--- src/rtl/add_seq_arb_64.sv ---
// Two-requester arbiter that serializes WIDTH-bit additions through an external
// SLICE-bit combinational adder, one slice per clock, with round-robin grant.
module add_seq_arb_64 #(
  parameter int WIDTH = 64,
  parameter int SLICE = 16
) (
  input  logic             clk,
  input  logic             rst_n,
  input  logic             req0_valid,
  output logic             req0_ready,
  input  logic [WIDTH-1:0] req0_x1,
  input  logic [WIDTH-1:0] req0_x2,
  input  logic             req0_cin,
  input  logic             req1_valid,
  output logic             req1_ready,
  input  logic [WIDTH-1:0] req1_x1,
  input  logic [WIDTH-1:0] req1_x2,
  input  logic             req1_cin,
  output logic             rsp_valid,
  input  logic             rsp_ready,
  output logic [WIDTH-1:0] rsp_s,
  output logic             rsp_cout,
  output logic             rsp_id,
  output logic [SLICE-1:0] add_x1,
  output logic [SLICE-1:0] add_x2,
  output logic             add_cin,
  input  logic [SLICE-1:0] add_s,
  input  logic             add_cout
);

  localparam int NSL = WIDTH / SLICE;
  localparam int KW  = (NSL > 1) ? $clog2(NSL) : 1;
  localparam logic [KW-1:0] K_LAST = KW'(NSL - 1);

  typedef enum logic [1:0] {IDLE, BUSY, DONE} state_t;

  state_t           r_state;
  state_t           w_next;
  logic [KW-1:0]    r_k;
  logic             r_carry;
  logic             r_ptr;
  logic             r_id;
  logic             r_cout;
  logic             r_cin;
  logic [WIDTH-1:0] r_s;
  logic [WIDTH-1:0] r_x1;
  logic [WIDTH-1:0] r_x2;
  logic             w_gnt0;
  logic             w_gnt1;
  logic             w_acc;
  logic             w_last;

  assign w_acc  = w_gnt0 | w_gnt1;
  assign w_last = (r_k == K_LAST);

  // Grant is combinational from valids and pointer, and held off while in reset.
  always_comb begin
    w_next = r_state;
    w_gnt0 = 1'b0;
    w_gnt1 = 1'b0;
    case (r_state)
      IDLE: begin
        w_gnt0 = rst_n & req0_valid & (~req1_valid | ~r_ptr);
        w_gnt1 = rst_n & req1_valid & (~req0_valid | r_ptr);
        if (w_gnt0 | w_gnt1) w_next = BUSY;
      end
      BUSY:    if (w_last) w_next = DONE;
      DONE:    if (rsp_ready) w_next = IDLE;
      default: w_next = IDLE;
    endcase
  end

  always_comb begin
    add_x1  = '0;
    add_x2  = '0;
    add_cin = 1'b0;
    if (r_state == BUSY) begin
      add_x1  = r_x1[r_k*SLICE +: SLICE];
      add_x2  = r_x2[r_k*SLICE +: SLICE];
      add_cin = (r_k == '0) ? r_cin : r_carry;
    end
  end

  always_ff @(posedge clk or negedge rst_n) begin
    if (!rst_n) begin
      r_state <= IDLE;
      r_k     <= '0;
      r_carry <= 1'b0;
      r_ptr   <= 1'b0;
      r_id    <= 1'b0;
      r_cout  <= 1'b0;
      r_s     <= '0;
    end else begin
      r_state <= w_next;
      case (r_state)
        IDLE: begin
          if (w_acc) begin
            r_k   <= '0;
            r_id  <= w_gnt1;
            r_ptr <= w_gnt0;
          end
        end
        BUSY: begin
          r_s[r_k*SLICE +: SLICE] <= add_s;
          r_carry                 <= add_cout;
          r_k                     <= w_last ? '0 : r_k + KW'(1);
          if (w_last) r_cout <= add_cout;
        end
        default: ;
      endcase
    end
  end

  // Operand capture needs no reset: it is only read after an accept.
  always_ff @(posedge clk) begin
    if ((r_state == IDLE) && w_acc) begin
      r_x1  <= w_gnt1 ? req1_x1  : req0_x1;
      r_x2  <= w_gnt1 ? req1_x2  : req0_x2;
      r_cin <= w_gnt1 ? req1_cin : req0_cin;
    end
  end

  assign req0_ready = w_gnt0;
  assign req1_ready = w_gnt1;
  assign rsp_valid  = (r_state == DONE);
  assign rsp_s      = r_s;
  assign rsp_cout   = r_cout;
  assign rsp_id     = r_id;

endmodule

--- config.mk ---
export PLATFORM = sky130hd
export DESIGN_NAME = add_seq_arb_64
export DESIGN_NICKNAME = d
export VERILOG_FILES = /design/src/rtl/add_seq_arb_64.sv
export SDC_FILE = /design/constraint.sdc
export NUM_CORES = 1
export LEC_CHECK = 0
export ABC_CLOCK_PERIOD_IN_PS = 10600
export CAP_MARGIN = 25
export CORE_AREA = 2 2 150 152
export CTS_BUF_LIST = sky130_fd_sc_hd__clkbuf_16
export DETAILED_ROUTE_END_ITERATION = 6
export DIE_AREA = 0 0 152 154
export DONT_BUFFER_PORTS = 1
export PLACE_DENSITY_LB_ADDON = 0.2
export SYNTH_ARGS = -nofsm -noshare
export SYNTH_HDL_FRONTEND = slang
export SYNTH_SLANG_ARGS = --single-unit
--- constraint.sdc ---
create_clock -name clk -period 10.6 [get_ports clk]
set_input_delay 1.59 -clock clk [delete_from_list [all_inputs] [get_ports clk]]
set_output_delay 1.59 -clock clk [all_outputs]
set_load 0.05 [all_outputs]
==> flow_summary.rst, run 1 <==
.. list-table::
   :header-rows: 1

   * - Metric
     - Value
   * - CTS clk-pin slew, worst paths
     - 0.06 ns
   * - Placed Cells
     - 853
   * - Crit-path max FO
     - 36
   * - Power per Cell Area
     - 315 nW/um2
   * - Via count of the first global-routing pass
     - 5,332
   * - Final weighted congestion in routability-driven placement
     - 0.785
   * - Yosys Warn Count
     - 0
   * - Final hold vios
     - 0
   * - Number of sinks on the clock net
     - 201
   * - M1 wire length
     - 8040 um
   * - Setup crit start
     - r_k[1]
   * - Via density per instance
     - 5.64
   * - Maximum buffer depth of the clock tree
     - 3
   * - Number of port buffers
     - 0
   * - CTS root buffer
     - clkbuf_16
   * - Total wire length
     - 21,900 um
   * - Setup Buffers After CTS
     - 0
   * - Fmax
     - 221 MHz
   * - Worst Setup Path Type
     - flop to output port
   * - Clock tree from TritonCTS
     - yes
   * - Initial DRC count
     - 247
   * - Worst-Skew Late Latency
     - 0.50 ns
   * - Number of synthesized register bits
     - 201
   * - Synthesized net count
     - 893
   * - Period minus WS final
     - 4.53 ns
   * - Setup repair after global routing missed its margin
     - no
   * - Uppermost signal routing layer after detailed routing
     - met4
   * - Setup slack of the critical path after layout
     - 6.07 ns
   * - Half-perimeter wire length after placement
     - 15,900 um
   * - Fin cells
     - 896
   * - Leakage Power
     - 4.30 nW
   * - Vertical die dimension
     - 154 um
   * - Met2 wire length
     - 11,200 um
   * - Standard-cell row count
     - 54
   * - Cell variety after synth
     - 34
   * - Share of final-layout standard cells stronger than drive strength 1
     - 34.3%
   * - Synth Instances
     - 607
   * - Largest cells by area after synthesis
     - edfxtp_1, dfrtp_1, mux2_4, mux4_2, mux2_2
   * - Residual overflow from global routing
     - 0
   * - Pins Over Slew Limit
     - 0
   * - Worst voltage drop across the vdd grid
     - 135 uV
   * - Worst slew margin relative to its limit
     - 33.9%
   * - Worst slack on hold paths
     - 0.496 ns
   * - Dominant cell type by area after synthesis
     - edfxtp_1
   * - Portion of synthesized cell area occupied by the leading cell type
     - 39.8%
   * - Pin count of the biggest net entering global routing
     - 78
   * - Cell Area, Synth
     - 9730 um2
   * - Hold Startpoint
     - r_carry
   * - Ys flop type
     - edfxtp_1
   * - Post-route clock skew
     - 0.00676 ns
   * - Placeable core area
     - 21,700 um2
   * - Total negative slack
     - 0 ns
   * - Post-CTS resize count
     - 0
   * - Nets
     - 887
   * - Antenna diode instance count
     - 0
   * - WP data required
     - 9.01 ns
   * - CTS Hold Buffers Added
     - 0
   * - Top-count cell post-synth
     - edfxtp_1
   * - Boundary Pins
     - 382
   * - Placement Setup Slack
     - 6.12 ns
   * - # setup viols final
     - 0
   * - Die footprint
     - 23,400 um2
   * - Number of detailed-routing iterations run before antenna repair
     - 6
   * - Slew at the pin closest to its max-slew limit
     - 0.984 ns
   * - CTS H-tree lvls
     - 1
   * - Number of synthesized flops with an enable pin
     - 129
   * - Worst reg2reg startpoint
     - r_state[1]
   * - Worst hold-check path type
     - flop to flop
   * - Asr flop ratio synth
     - 35.8%
   * - Portion of the clock cycle consumed by the worst path in the final layout
     - 42.7%
   * - Sequential area share after synthesis
     - 58.3%
   * - Number of antenna violations at the first check in global routing
     - 0
   * - Die Span X
     - 152 um
   * - Effective utilization at floorplan
     - 44.9%
   * - Num CTS Buffers
     - 23
   * - Total Routing Usage GR
     - 17.7%
   * - Kind of capture point of the worst setup path
     - output port
   * - Mapped Avg Cell Area
     - 16.0 um2
   * - Vias after detailed routing
     - 5,057
   * - Worst path arrival time
     - 2.94 ns
   * - Routed wire per std cell
     - 24.5 um
   * - Post-detailed-route count of antenna-violating nets
     - 0
   * - Crit start category
     - flop
   * - DRC Markers
     - 0
   * - Max-capacitance violation count
     - 0
   * - Most common library cells after synthesis
     - edfxtp_1, mux2_4, dfrtp_1, nand2_1, o21ai_0
   * - Run status
     - completed
   * - Total met3 wirelength after detailed routing
     - 2120 um
   * - Final total power
     - 3.35 mW
   * - Area growth syn-to-layout
     - 9.58%
   * - Global-route wire length before repair
     - 32,000 um
## where the power goes
part | switching, mW | leakage [nW] | internal (mW) | total, mW
registers | 0.472 | 2.17 | 1.06 | 1.53
clock network | 0.302 | 0.372 | 0.454 | 0.756
logic | 0.681 | 1.76 | 0.382 | 1.06
## routing by layer
layer  vias to the layer above  global-route usage (%)
li1                       2277                       -
met1                      2493                    20.4
met2                       254                    30.9
met3                        33                    6.79
met4                         0                    4.90
met5                         -                       0
## final cells by class
type | instances | area (um2)
clock buffers | 24 | 601
clock inverters | 16 | 120
fillers | 1823 | 11000
inverters | 5 | 21.3
multi-input cells | 362 | 3800
flip-flops and latches | 201 | 5680
well taps | 280 | 350
repair buffers | 8 | 95.1
## per-stage QoR
stage	area [um2]	util, %
after global routing	10700	49.2
after detailed placement	9880	45.6
final	10700	49.2
after global placement	9880	45.6
after floorplan	9730	-
after CTS	10600	48.9
## cell usage in the layout, fill, tap and decap left out, drive strengths merged, types with 6 or more instances in the layout
master and n:
mux2 130, edfxtp 129, nand2 72, dfrtp 72, o21ai 35, mux4 32
and2 32, a22o 32, clkbuf 24, inv 13, buf 8, ha 6
## kinds of logic (layout without fill, tap and decap cells)
| kind of cell | count (synthesis) | count (layout) | synth area share [%] |
|---|---|---|---|
| compound gates | 72 | 72 | 5.04 |
| fa+ha+maj | 6 | 6 | 0.771 |
| buf+inv | 44 | 53 | 2.80 |
| flops | 201 | 201 | 58.3 |
| mux | 163 | 163 | 26.4 |
| simple gates | 121 | 121 | 6.69 |
## critical path, cell delays in order, from the launching register on
cell and delay [ns]:
dfrtp_2 0.97, inv_1 0.24, ha_1 0.37, mux2i_1 0.15
nor2_1 0.71
## state kept, by name, indices dropped and copies added (netlist names), 2 cells and up
name and cells:
rsp_s 64, r_state 2, r_x2 64, r_x1 64, r_k 2
## worst paths after layout
kind	endpoint	slack (ns)	depth (start not counted)
setup / recovery	add_cin	6.07	4
hold / removal	r_carry	0.50	2
setup reg to reg	r_x1[9]	7.52	6
hold reg to reg	r_carry	0.50	2
max in group asynchronous	r_k[1]	9.67	0
min in group asynchronous	rsp_s[36]	0.79	0
No activity file was read; power rests on OpenSTA's default activity.
==> inputs of run 2 (changes only) <==
ABC_CLOCK_PERIOD_IN_PS = 4100   (was 10600)
CORE_AREA = 2 2 149 151   (was 2 2 150 152)
DIE_AREA = 0 0 151 153   (was 0 0 152 154)
clock period = 4.1 ns   (was 10.6 ns; I/O delays follow)
==> run 2 against run 1 <==
- first-iteration DRC count down 15%
- sequential share of layout area about the same
- sequential power rose to 2.6 times the previous value
- setup slack worse by 5.1 ns
- utilization up 0.46 points
- non-clock buffer count unchanged
- flip-flop and latch count unchanged
- power rose to 2.6 times the previous value
- global-route usage up 1.0 points
- hold slack worse by 0.49 ns
- combinational power rose to 2.6 times the previous value
- wire length up 1.4%
- critical path type unchanged
==> flow_summary.rst, run 2 (synthesis results as in run 1) <==
.. list-table::
   :header-rows: 1

   * - Metric
     - Value
   * - Combinational share of power
     - 32.1%
   * - Kind of capture point of the worst setup path
     - output port
   * - Most frequent cells in the layout
     - edfxtp_1, mux2_4, nand2_1
   * - Worst r2r dst
     - rsp_s[62]
   * - Placed Cells
     - 855
   * - Total negative slack
     - 0 ns
   * - Clock tree from TritonCTS
     - yes
   * - Post-route clock skew
     - 0.0114 ns
   * - Worst hold-check path type
     - primary input to async pin
   * - Proportion of power drawn by flip-flops and latches
     - 46.4%
   * - Reg2Reg Setup Slack
     - 1.29 ns
   * - Global Route met3 Usage
     - 6.96%
   * - Final total power
     - 8.63 mW
   * - Routed wire per std cell
     - 24.9 um
   * - Worst slew margin relative to its limit
     - 30.1%
   * - Pin count of the biggest net entering global routing
     - 73
   * - Net switching power
     - 3.77 mW
   * - Worst Setup Path Type
     - flop to output port
   * - Worst voltage drop across the vdd grid
     - 351 uV
   * - Total wire length
     - 22,300 um
   * - WP data required
     - 3.48 ns
   * - Number of antenna violations at the first check in global routing
     - 4
   * - Num CTS Buffers
     - 23
   * - Setup Buffers After CTS
     - 0
   * - Maximum buffer depth of the clock tree
     - 3
   * - Post-detailed-route count of antenna-violating nets
     - 0
   * - Total Routing Usage GR
     - 18.7%
   * - Worst-Skew Late Latency
     - 0.49 ns
   * - Internal power consumption
     - 4.86 mW
   * - Crit start category
     - flop
   * - Share of final-layout standard cells stronger than drive strength 1
     - 34.5%
   * - Placeable core area
     - 21,500 um2
   * - Nets
     - 887
   * - Worst Reg2Reg Path Length in Cells
     - 5
   * - CTS clk-pin slew, worst paths
     - 0.06 ns
   * - Worst reg2reg startpoint
     - r_k[0]
   * - Slew at the pin closest to its max-slew limit
     - 1.04 ns
   * - Vertical die dimension
     - 153 um
   * - CTS H-tree lvls
     - 1
   * - Number of port buffers
     - 0
   * - Net switching fraction of the power
     - 43.7%
   * - Half-perimeter wire length after placement
     - 16,400 um
   * - Most common cell after layout, fill and taps aside
     - edfxtp_1
   * - Final weighted congestion in routability-driven placement
     - 0.761
   * - Share of the core filled with cells in the final layout
     - 49.6%
   * - Via density per instance
     - 5.70
   * - Period minus WS final
     - 3.16 ns
   * - Via count of the first global-routing pass
     - 5,519
   * - Clock group share of total power
     - 21.6%
   * - Leakage Power
     - 4.30 nW
   * - Power per Cell Area
     - 809 nW/um2
   * - Run status
     - completed
   * - Post-placement cell area
     - 9960 um2
   * - Global-route track usage on met1
     - 21.8%
   * - # setup viols final
     - 0
   * - CTS Hold Buffers Added
     - 1
   * - Post-route cell area
     - 10,700 um2
   * - Boundary Pins
     - 382
   * - Register area
     - 5680 um2
   * - Final hold vios
     - 0
   * - Crit-path max FO
     - 23
   * - Most used routing layer in global routing
     - met2
   * - Pins Over Slew Limit
     - 0
   * - Placement Setup Slack
     - 1.22 ns
   * - Max-capacitance violation count
     - 0
   * - Fill cell instance count of the final layout
     - 1,861
   * - Area growth syn-to-layout
     - 9.57%
   * - Die footprint
     - 23,100 um2
   * - Standard-cell row count
     - 54
   * - Portion of the clock cycle consumed by the worst path in the final layout
     - 77.1%
   * - Area taken by multi-input logic gates
     - 3800 um2
   * - Global-route wire length before repair
     - 32,900 um
   * - Met2 Use GR
     - 32.8%
   * - Effective utilization at floorplan
     - 45.3%
   * - CTS root buffer
     - clkbuf_16
   * - Worst path arrival time
     - 2.55 ns
   * - Setup repair after global routing missed its margin
     - no
   * - Number of detailed-routing iterations run before antenna repair
     - 4
   * - Initial DRC count
     - 211
   * - Setup slack of the critical path after layout
     - 0.940 ns
   * - Residual overflow from global routing
     - 0
   * - Number of sinks on the clock net
     - 201
   * - Post-CTS resize count
     - 0
   * - Fmax
     - 316 MHz
   * - Fin cells
     - 893
   * - Vias after detailed routing
     - 5,087
   * - Worst slack on hold paths
     - 0.00343 ns
   * - Die Span X
     - 151 um
   * - DRC Markers
     - 0
==> run 2: cell count changes in the layout (fill, tap and decap cells not counted), moves of 2 or more <==
cell,change
inv_1,-4
buf_12,+4
buf_4,-3
clkinvlp_4,-2
clkinv_2,+2
==> run 2: power groups by stage <==
| stage | logic [mW] | clock network (mW) | registers [mW] |
|---|---|---|---|
| floorplan | 2.45 | 0 | 3.86 |
| finish | 2.77 | 1.86 | 4.00 |
| global route | 2.97 | 1.98 | 4.08 |
| CTS | 2.82 | 1.91 | 4.01 |
| global placement | 2.74 | 0 | 4.03 |
| detailed placement | 2.80 | 0 | 4.06 |
==> run 2: critical path, stage by stage (launching register included) <==
cell	delay, ns
dfrtp_2	0.86
buf_12	0.28
mux4_2	0.54
and2_1	0.36
==> run 2: final cells by class <==
class,count,area share [%]
clock buffer,24,5.63
timing repair buffer,8,1.29
inverter,5,0.200
clock inverter,12,0.692
sequential,201,53.3
antenna,1,0.0235
multi-input combinational,362,35.6
tap,280,3.29
==> run 2: layer usage <==
metal | vias to the layer above | routed length (um)
met2 | 279 | 11500
li1 | 2278 | -
met5 | - | 34
met1 | 2491 | 7790
met3 | 35 | 2440
met4 | 4 | 524
==> run 2: worst max-delay path by stage <==
stage | start | end | depth (start not counted)
2_1_floorplan | rst_n | r_cin | 3
3_3_place_gp | rst_n | r_x2[13] | 4
3_5_place_dp | rst_n | r_x2[29] | 4
4_1_cts | r_k[0] | add_x2[0] | 3
5_1_grt | r_k[0] | add_x2[0] | 3
6_report | r_k[0] | add_x2[0] | 3
==> inputs of run 3 (changes only) <==
ABC_CLOCK_PERIOD_IN_PS = 2700   (was 4100)
clock period = 2.7 ns   (was 4.1 ns; I/O delays follow)
==> run 3 against run 2 <==
- cell count up 2.1%
- global-route usage down 0.32 points
- non-clock buffer count up 13
- final area up 1.4%
- combinational power up 64%
- highest routed layer unchanged
==> flow_summary.rst, run 3 (synthesis results as in run 1) <==
.. list-table::
   :header-rows: 1

   * - Metric
     - Value
   * - Worst voltage drop across the vdd grid
     - 648 uV
   * - Power per Cell Area
     - 1230 nW/um2
   * - Internal power consumption
     - 7.50 mW
   * - Slew at the pin closest to its max-slew limit
     - 0.698 ns
   * - Maximum buffer depth of the clock tree
     - 3
   * - Proportion of power drawn by flip-flops and latches
     - 44.7%
   * - Post-route clock skew
     - 0.0172 ns
   * - Worst reg2reg startpoint
     - r_state[0]
   * - Vias after detailed routing
     - 5,196
   * - WP data required
     - 2.30 ns
   * - Most common cell after layout, fill and taps aside
     - edfxtp_1
   * - DRC Markers
     - 0
   * - Number of port buffers
     - 0
   * - Worst path arrival time
     - 2.16 ns
   * - Share of final-layout standard cells stronger than drive strength 1
     - 36.2%
   * - Pins Over Slew Limit
     - 0
   * - Num CTS Buffers
     - 22
   * - Fin cells
     - 912
   * - Initial DRC count
     - 246
   * - Standard-cell row count
     - 54
   * - Pin count of the biggest net entering global routing
     - 95
   * - Via count of the first global-routing pass
     - 5,711
   * - Clock group share of total power
     - 21.2%
   * - Total wire length
     - 22,400 um
   * - Die footprint
     - 23,100 um2
   * - Residual overflow from global routing
     - 0
   * - Die Span X
     - 151 um
   * - Final weighted congestion in routability-driven placement
     - 0.764
   * - Worst slack on hold paths
     - 0.0229 ns
   * - Hold Startpoint
     - add_cout
   * - Clock tree from TritonCTS
     - yes
   * - Area growth syn-to-layout
     - 11.1%
   * - CTS root buffer
     - clkbuf_16
   * - Run status
     - completed
   * - Kind of capture point of the worst setup path
     - output port
   * - Vertical die dimension
     - 153 um
   * - Most frequent cells in the layout
     - edfxtp_1, mux2_4, nand2_1
   * - Post-detailed-route count of antenna-violating nets
     - 0
   * - Placeable core area
     - 21,500 um2
   * - Worst hold-check path type
     - primary input to flop
   * - Total negative slack
     - 0 ns
   * - Number of sinks on the clock net
     - 201
   * - Worst slew margin relative to its limit
     - 53.5%
   * - Global-route wire length before repair
     - 32,400 um
   * - Placed Cells
     - 864
   * - Number of antenna violations at the first check in global routing
     - 4
   * - Leakage Power
     - 4.39 nW
   * - Max-capacitance violation count
     - 0
   * - CTS H-tree lvls
     - 1
   * - Effective utilization at floorplan
     - 45.3%
   * - Net switching power
     - 5.81 mW
   * - Total Routing Usage GR
     - 18.4%
   * - Routed wire per std cell
     - 24.5 um
   * - Crit-path max FO
     - 16
   * - Setup crit start
     - r_k[0]
   * - Nets
     - 900
   * - Worst-Skew Late Latency
     - 0.50 ns
   * - Setup repair after global routing missed its margin
     - no
   * - Via density per instance
     - 5.70
   * - Combinational share of power
     - 34.1%
   * - Net switching fraction of the power
     - 43.6%
   * - Fmax
     - 389 MHz
   * - Final hold vios
     - 0
   * - Worst Setup Path Type
     - flop to output port
   * - # setup viols final
     - 0
   * - Crit start category
     - flop
   * - Boundary Pins
     - 382
   * - Number of detailed-routing iterations run before antenna repair
     - 4
   * - CTS clk-pin slew, worst paths
     - 0.06 ns
   * - Portion of the clock cycle consumed by the worst path in the final layout
     - 95.1%
   * - Period minus WS final
     - 2.57 ns
   * - Half-perimeter wire length after placement
     - 16,300 um
run 3: changes by cell type in the layout (fill, tap and decap cells not counted), sizes merged, moves of 2 or more:
| cell | change |
|---|---|
| buf | +11 |
| clkinv | -2 |
| dlygate4sd3 | +2 |
| inv | +5 |
run 3: path summary, 6_finish.rpt:
check	to	slack (ns)	cells past startpoint
max	add_x2[15]	0.13	3
min	r_carry	0.02	2
max reg2reg	rsp_s[8]	0.56	3
min reg2reg	r_carry	0.50	2
max in group asynchronous	r_k[1]	1.91	2
min in group asynchronous	rsp_s[49]	0.49	2
run 3: routing by layer:
metal | part of all wire [%] | wire length (um) | GRT usage (%) | vias to the layer above
met5 | 0.058 | 13 | 0 | -
met4 | 1.4 | 304 | 4.63 | 2
met1 | 36 | 8140 | 20.9 | 2593
met3 | 9.8 | 2200 | 6.03 | 23
met2 | 52 | 11700 | 33.2 | 275
li1 | - | - | - | 2303
run 3: layout make-up:
cell class              instances  area [um2]
fillers                      1857       10700
flip-flops and latches        201        5680
multi-input cells             363        3810
clock buffers                  25         626
well taps                     280         350
repair buffers                 21         258
clock inverters                15        62.6
inverters                       5        22.5
diodes                          2        5.00
run 3: critical path: stages (launching register included):
cell and delay [ns]:
dfrtp_2 0.50, buf_12 0.22, mux4_2 0.55, and2_1 0.37
run 3: power groups by stage:
stage          clock network (mW)  logic, mW  registers [mW]
3_5_place_dp                    0       4.50            6.02
4_1_cts                      2.89       4.54            5.95
5_1_grt                      3.01       4.84            6.05
2_1_floorplan                   0       3.73            5.85
3_3_place_gp                    0       4.42            5.97
6_report                     2.82       4.54            5.95
run 3: per-stage QoR:
step / setup WS (ns) / utilization (%) / power (mW) / cell area (um2)
after floorplan: -0.330 / - / 9.57 / 9740
after global placement: 0.608 / 46.7 / 10.4 / 10000
after detailed placement: 0.556 / 46.7 / 10.5 / 10000
after CTS: 0.000762 / 50.1 / 13.4 / 10800
after global routing: 0.0476 / 50.3 / 13.9 / 10800
final: 0.131 / 50.3 / 13.3 / 10800
run 3: what timing repair did:
item / CTS / global route
endpoints found under the setup margin: 0 / 16
hold buffers: 3 / 0
buffers inserted: 0 / 2
gates resized for setup: 0 / 0
hold endpoints to repair: 73 / 0
